File: src/rtl/alu_seq_pkg.sv
// rtl/alu_seq_pkg.sv - opcodes, ALU function codes and FSM states for alu_seq_ctrl
package alu_seq_pkg;

    localparam logic [5:0] OP_ADD  = 6'h00;
    localparam logic [5:0] OP_SUB  = 6'h01;
    localparam logic [5:0] OP_AND  = 6'h02;
    localparam logic [5:0] OP_OR   = 6'h03;
    localparam logic [5:0] OP_SLT  = 6'h04;
    localparam logic [5:0] OP_ADDI = 6'h08;
    localparam logic [5:0] OP_LI   = 6'h09;
    localparam logic [5:0] OP_ANDI = 6'h0A;
    localparam logic [5:0] OP_NOP  = 6'h3F;

    localparam logic [2:0] ALU_AND = 3'd0;
    localparam logic [2:0] ALU_OR  = 3'd1;
    localparam logic [2:0] ALU_ADD = 3'd2;
    localparam logic [2:0] ALU_SUB = 3'd6;
    localparam logic [2:0] ALU_SLT = 3'd7;

    typedef enum logic [1:0] {
        IDLE   = 2'd0,
        DECODE = 2'd1,
        EXEC   = 2'd2,
        WB     = 2'd3
    } state_e;

endpackage

File: src/rtl/alu_seq_decode.sv
// rtl/alu_seq_decode.sv - combinational opcode decoder for alu_seq_ctrl
module alu_seq_decode
    import alu_seq_pkg::*;
(
    input  logic [5:0] op_i,
    output logic       alu_src1_o,
    output logic       alu_src2_o,
    output logic [2:0] alu_op_o,
    output logic       imm_form_o,
    output logic       signed_op_o,
    output logic       legal_o
);

    always_comb begin
        alu_src1_o  = 1'b0;
        alu_src2_o  = 1'b0;
        alu_op_o    = ALU_AND;
        imm_form_o  = 1'b0;
        signed_op_o = 1'b0;
        legal_o     = 1'b1;
        case (op_i)
            OP_ADD:  begin alu_op_o = ALU_ADD; signed_op_o = 1'b1; end
            OP_SUB:  begin alu_op_o = ALU_SUB; signed_op_o = 1'b1; end
            OP_AND:  alu_op_o = ALU_AND;
            OP_OR:   alu_op_o = ALU_OR;
            OP_SLT:  alu_op_o = ALU_SLT;
            OP_ADDI: begin
                alu_src2_o  = 1'b1;
                alu_op_o    = ALU_ADD;
                imm_form_o  = 1'b1;
                signed_op_o = 1'b1;
            end
            // LI is 0 + imm: constant zero on A, immediate on B
            OP_LI: begin
                alu_src1_o = 1'b1;
                alu_src2_o = 1'b1;
                alu_op_o   = ALU_ADD;
                imm_form_o = 1'b1;
            end
            OP_ANDI: begin
                alu_src2_o = 1'b1;
                alu_op_o   = ALU_AND;
                imm_form_o = 1'b1;
            end
            OP_NOP:  legal_o = 1'b1;
            default: legal_o = 1'b0;
        endcase
    end

endmodule

File: src/rtl/alu_seq_ctrl.sv
// rtl/alu_seq_ctrl.sv - four-state issue/decode/execute/write-back sequencer for the ALU datapath
module alu_seq_ctrl
    import alu_seq_pkg::*;
#(
    parameter int DATA_W   = 32,
    parameter int ADDR_W   = 5,
    parameter bit OVF_TRAP = 1'b1
) (
    input  logic              clk,
    input  logic              rst,
    input  logic              instr_valid,
    output logic              instr_ready,
    input  logic [31:0]       instr_in,
    output logic [ADDR_W-1:0] read_addr1,
    output logic [ADDR_W-1:0] read_addr2,
    output logic              reg_read,
    output logic              ALUSrc1,
    output logic              ALUSrc2,
    output logic [2:0]        ALUOp,
    output logic [15:0]       instr,
    input  logic [DATA_W-1:0] alu_result,
    input  logic              ovf,
    input  logic              zero,
    output logic [ADDR_W-1:0] write_addr,
    output logic [DATA_W-1:0] write_data,
    output logic              reg_write,
    output logic              done,
    output logic              exc_ovf,
    output logic              exc_illegal,
    output logic              zero_flag
);

    state_e            state_q, state_d;
    logic [31:0]       instr_q, instr_d;
    logic [DATA_W-1:0] data_q, data_d;
    logic              zero_q, zero_d;
    logic              wen_q, wen_d;
    logic              exc_ovf_q, exc_ovf_d;
    logic              exc_ill_q, exc_ill_d;

    logic       dec_src1, dec_src2, dec_imm_form, dec_signed, dec_legal;
    logic [2:0] dec_alu_op;
    logic [4:0] dest;
    logic       is_nop, trap;

    alu_seq_decode u_decode (
        .op_i        (instr_q[31:26]),
        .alu_src1_o  (dec_src1),
        .alu_src2_o  (dec_src2),
        .alu_op_o    (dec_alu_op),
        .imm_form_o  (dec_imm_form),
        .signed_op_o (dec_signed),
        .legal_o     (dec_legal)
    );

    assign dest   = dec_imm_form ? instr_q[20:16] : instr_q[15:11];
    assign is_nop = (instr_q[31:26] == OP_NOP);
    assign trap   = OVF_TRAP && dec_signed && ovf;

    always_ff @(posedge clk) begin
        if (rst) begin
            state_q   <= IDLE;
            instr_q   <= '0;
            data_q    <= '0;
            zero_q    <= 1'b0;
            wen_q     <= 1'b0;
            exc_ovf_q <= 1'b0;
            exc_ill_q <= 1'b0;
        end else begin
            state_q   <= state_d;
            instr_q   <= instr_d;
            data_q    <= data_d;
            zero_q    <= zero_d;
            wen_q     <= wen_d;
            exc_ovf_q <= exc_ovf_d;
            exc_ill_q <= exc_ill_d;
        end
    end

    always_comb begin
        state_d     = state_q;
        instr_d     = instr_q;
        data_d      = data_q;
        zero_d      = zero_q;
        wen_d       = wen_q;
        exc_ovf_d   = exc_ovf_q;
        exc_ill_d   = exc_ill_q;
        instr_ready = 1'b0;
        read_addr1  = '0;
        read_addr2  = '0;
        reg_read    = 1'b0;
        ALUSrc1     = 1'b0;
        ALUSrc2     = 1'b0;
        ALUOp       = '0;
        instr       = '0;
        write_addr  = '0;
        reg_write   = 1'b0;
        done        = 1'b0;

        if (state_q == DECODE || state_q == EXEC) begin
            read_addr1 = ADDR_W'(instr_q[25:21]);
            read_addr2 = ADDR_W'(instr_q[20:16]);
            reg_read   = 1'b1;
            ALUSrc1    = dec_src1;
            ALUSrc2    = dec_src2;
            ALUOp      = dec_alu_op;
            instr      = instr_q[15:0];
        end

        case (state_q)
            IDLE: begin
                instr_ready = 1'b1;
                if (instr_valid) begin
                    instr_d   = instr_in;
                    exc_ovf_d = 1'b0;
                    exc_ill_d = 1'b0;
                    state_d   = DECODE;
                end
            end
            // Illegal ops still walk through EXEC so every instruction retires at a fixed latency
            DECODE: begin
                if (!dec_legal) exc_ill_d = 1'b1;
                state_d = EXEC;
            end
            EXEC: begin
                wen_d = dec_legal && !is_nop && (dest != 5'd0) && !trap;
                if (dec_legal) begin
                    data_d = alu_result;
                    zero_d = zero;
                end
                if (trap) exc_ovf_d = 1'b1;
                state_d = WB;
            end
            WB: begin
                write_addr = ADDR_W'(dest);
                reg_write  = wen_q && !rst;
                done       = !rst;
                state_d    = IDLE;
            end
            default: state_d = IDLE;
        endcase
    end

    assign write_data  = data_q;
    assign exc_ovf     = exc_ovf_q;
    assign exc_illegal = exc_ill_q;
    assign zero_flag   = zero_q;

endmodule

File: config.mk
export PLATFORM = sky130hd
export DESIGN_NAME = alu_seq_ctrl
export DESIGN_NICKNAME = d
export VERILOG_FILES = /design/src/rtl/alu_seq_pkg.sv /design/src/rtl/alu_seq_decode.sv /design/src/rtl/alu_seq_ctrl.sv
export SDC_FILE = /design/constraint.sdc
export NUM_CORES = 1
export LEC_CHECK = 0
export ABC_AREA = 1
export CAP_MARGIN = 15
export CORE_ASPECT_RATIO = 1.75
export CORE_UTILIZATION = 42
export CTS_BUF_LIST = sky130_fd_sc_hd__clkbuf_8
export DETAILED_ROUTE_END_ITERATION = 6
export PLACE_DENSITY = 0.87
export SLEW_MARGIN = 20
export SYNTH_ARGS = -nofsm -noshare
export SYNTH_HDL_FRONTEND = slang
export SYNTH_HIERARCHICAL = 1
export SYNTH_SLANG_ARGS = --single-unit
File: constraint.sdc
create_clock -name clk -period 1.9 [get_ports clk]
set_clock_uncertainty 0.15 [all_clocks]
set_input_delay 0.19 -clock clk [delete_from_list [all_inputs] [get_ports clk]]
set_output_delay 0.19 -clock clk [all_outputs]
set_load 0.03 [all_outputs]
==> flow_summary.ini <==
[power_and_ir_drop]
seq_power_share = 0.288
leakage_nw = 2.26
p_comb_frac = 0.580
power.share.clock = 0.132
internal_power_mw = 4.37
powerDensity_nw_per_um2 = 1550
switching_share = 0.435
p_switching_mw = 3.36
ir_drop_mv = 0.909
power_mw = 7.73

[timing]
final-hold-violation-count = 0
setup_viol = 4
fin_ws_ps = -54.4
worstMarginPinSlew_ps = 549
finalCritPeriodShare = 1.03
fin_hold_ws_ps = 293
maxSlewViolCount = 0
fin_setup_tns_ps = -131
layout_min_cycle_time_ps = 1950
timing.fmax_mhz = 512
grt_setup_unrepaired = yes
slew_headroom = 0.633

[synth]
synth_edf_count = 0
synth_cells = 445
synthFlopType = dfxtp_1
ys_seq_area_frac = 0.462
synthArstFlopShare = 0
syn_area_per_cell_sq_um = 6.82
ys_seq_elements = 70
synthTopCellsByArea = dfxtp_1, nor2_1, o21ai_0
synth_cell_types = 24
yosysWarnings = 6
synthMostInstantiatedCell = nor2_1
synth_top_area_frac = 0.462
syn_area_sq_um = 3030
synth_nets = 519
synth_top_area_cell = dfxtp_1
ys_top_cells_by_count = nor2_1, dfxtp_1, nand2_1

[global_route]
use_met3 = 0.0548
use_met1 = 0.236
grt_pass1_vias = 3099
grt_pass1_wl_um = 13800
top_usage_layer = met2
antenna_found_initial = 0
overflow = 0
grt_use_total = 0.242
grt_max_degree = 36
use_met2 = 0.435

[layout]
n_antenna_cell = 0
syn_to_final_growth_pct = 64.1
fin_nets = 673
layoutNonFillerInstCount = 688
postLayoutCoreUtil = 0.721
final_cell_area_sq_um = 4980
drive_above_1_share = 0.209

[floorplanning]
rows = 40
die_h_um = 114
coreArea_sq_um = 6910
io_pins = 144
dieWidth_um = 66.3
start_util = 0.439
dieArea_sq_um = 7580

[clock_tree]
cts_buffer_depth = 2
numCtsBuffers = 9
cts-hold-fix-buffers = 0
cts_max_level = 3
cts-root-buf = clkbuf_8
cts_tree = built
clock_sinks = 70
cts.clk_slew.worst_paths_ps = 70
clk_latency_ps = 350

[routing]
first_pass_iters = 4
drt_iter0_markers = 195
vias_per_cell = 4.91
wl_per_cell_um = 13.5
drcViolationCount = 0
postRouteAntennaNets = 0
vias = 3375
drt-total-wl_um = 9300

[flow_run]
max_cap_viol_count = 0

[placement]
gp_congestion = 0.871
numPortBuffers = 143
placed_area_sq_um = 4480
dp_slack_ps = 41.4
dp_cells = 660
dp_hpwl_um = 6340

[critical_path]
end_kind = primary output
cp.arrival_ps = 1610
critPathMaxFanout = 7
critPathLaunchType = register
path_class = reg -> out
critical_path_required_ps = 1560

[outcome]
outcome = finished, violations left
violations = setup timing

[min_path]
hold_class = in -> reg
## logic make-up after synthesis
group | synth area share
adders and majority gates | 0.0206
AOI/OAI and AO/OA | 0.139
buffers and inverters | 0.0990
DFF | 0.462
and+or+nand+nor | 0.280
## final timing paths
| kind | slack, ps | endpoint | cells after the start | startpoint |
|---|---|---|---|---|
| worst min register to register | 330 | write_data[18] | 2 | write_data[18] |
| worst min-delay path | 290 | instr_q[9] | 3 | instr_in[9] |
| worst max register to register | 120 | write_data[28] | 10 | instr_q[31] |
| worst max-delay path | -50 | write_addr[4] | 9 | instr_q[31] |
## cell type report
type                    count  area, sq um
inverters                  46          181
well taps                  84          105
flip-flops and latches     70         1420
fillers                   556         1930
clock inverters             6         30.0
multi-input cells         306         1400
clock buffers              10          138
repair buffers            166         1700
## worst max-delay path, cell delays in order, from the launching register on
cell and delay (ps):
dfxtp_2 330, inv_2 40, nand2_2 70, nor2_4 130
nand2_2 90, inv_4 90, or2_4 120, o21ai_2 50
nor2_1 160, buf_4 190
## power by group through the flow
stage          logic [mW]  registers (mW)  clock network (mW)
6_report             4.48            2.23                1.02
5_1_grt              4.82            2.28                1.11
4_1_cts              4.01            2.20                1.05
3_5_place_dp         3.75            2.22                   0
3_3_place_gp         3.66            2.19                   0
2_1_floorplan        1.90            2.64                   0
## metal layers
metal / routed length (um) / vias up
met4: 467 / 0
met3: 541 / 40
li1: - / 1683
met5: 0 / -
met1: 3270 / 1526
met2: 5020 / 126
## cell usage in the layout, fill, tap and decap left out, drive strengths merged, types with 4 or more instances in the layout
cell and instances:
a21oi 8, buf 60, clkbuf 12, clkdlybuf4s50 103, clkinv 4, dfxtp 70, ha 5, inv 47
nand2 62, nand3 6, nor2 147, o21ai 71
## what timing repair did
| action | CTS | global route |
|---|---|---|
| cloned | 1 | 2 |
| gates resized for setup | 28 | 48 |
| setup buffers | 3 | 6 |
| setup endpoints to repair | 38 | 19 |
| pin swaps | 3 | 6 |
## registers in the layout (all words and copies together) (netlist names)
register and flops:
zero_flag 1, instr_q 32, write_data 32, state_q 2, exc_illegal 1, exc_ovf 1, wen_q 1
No activity file was read; power rests on OpenSTA's default activity.
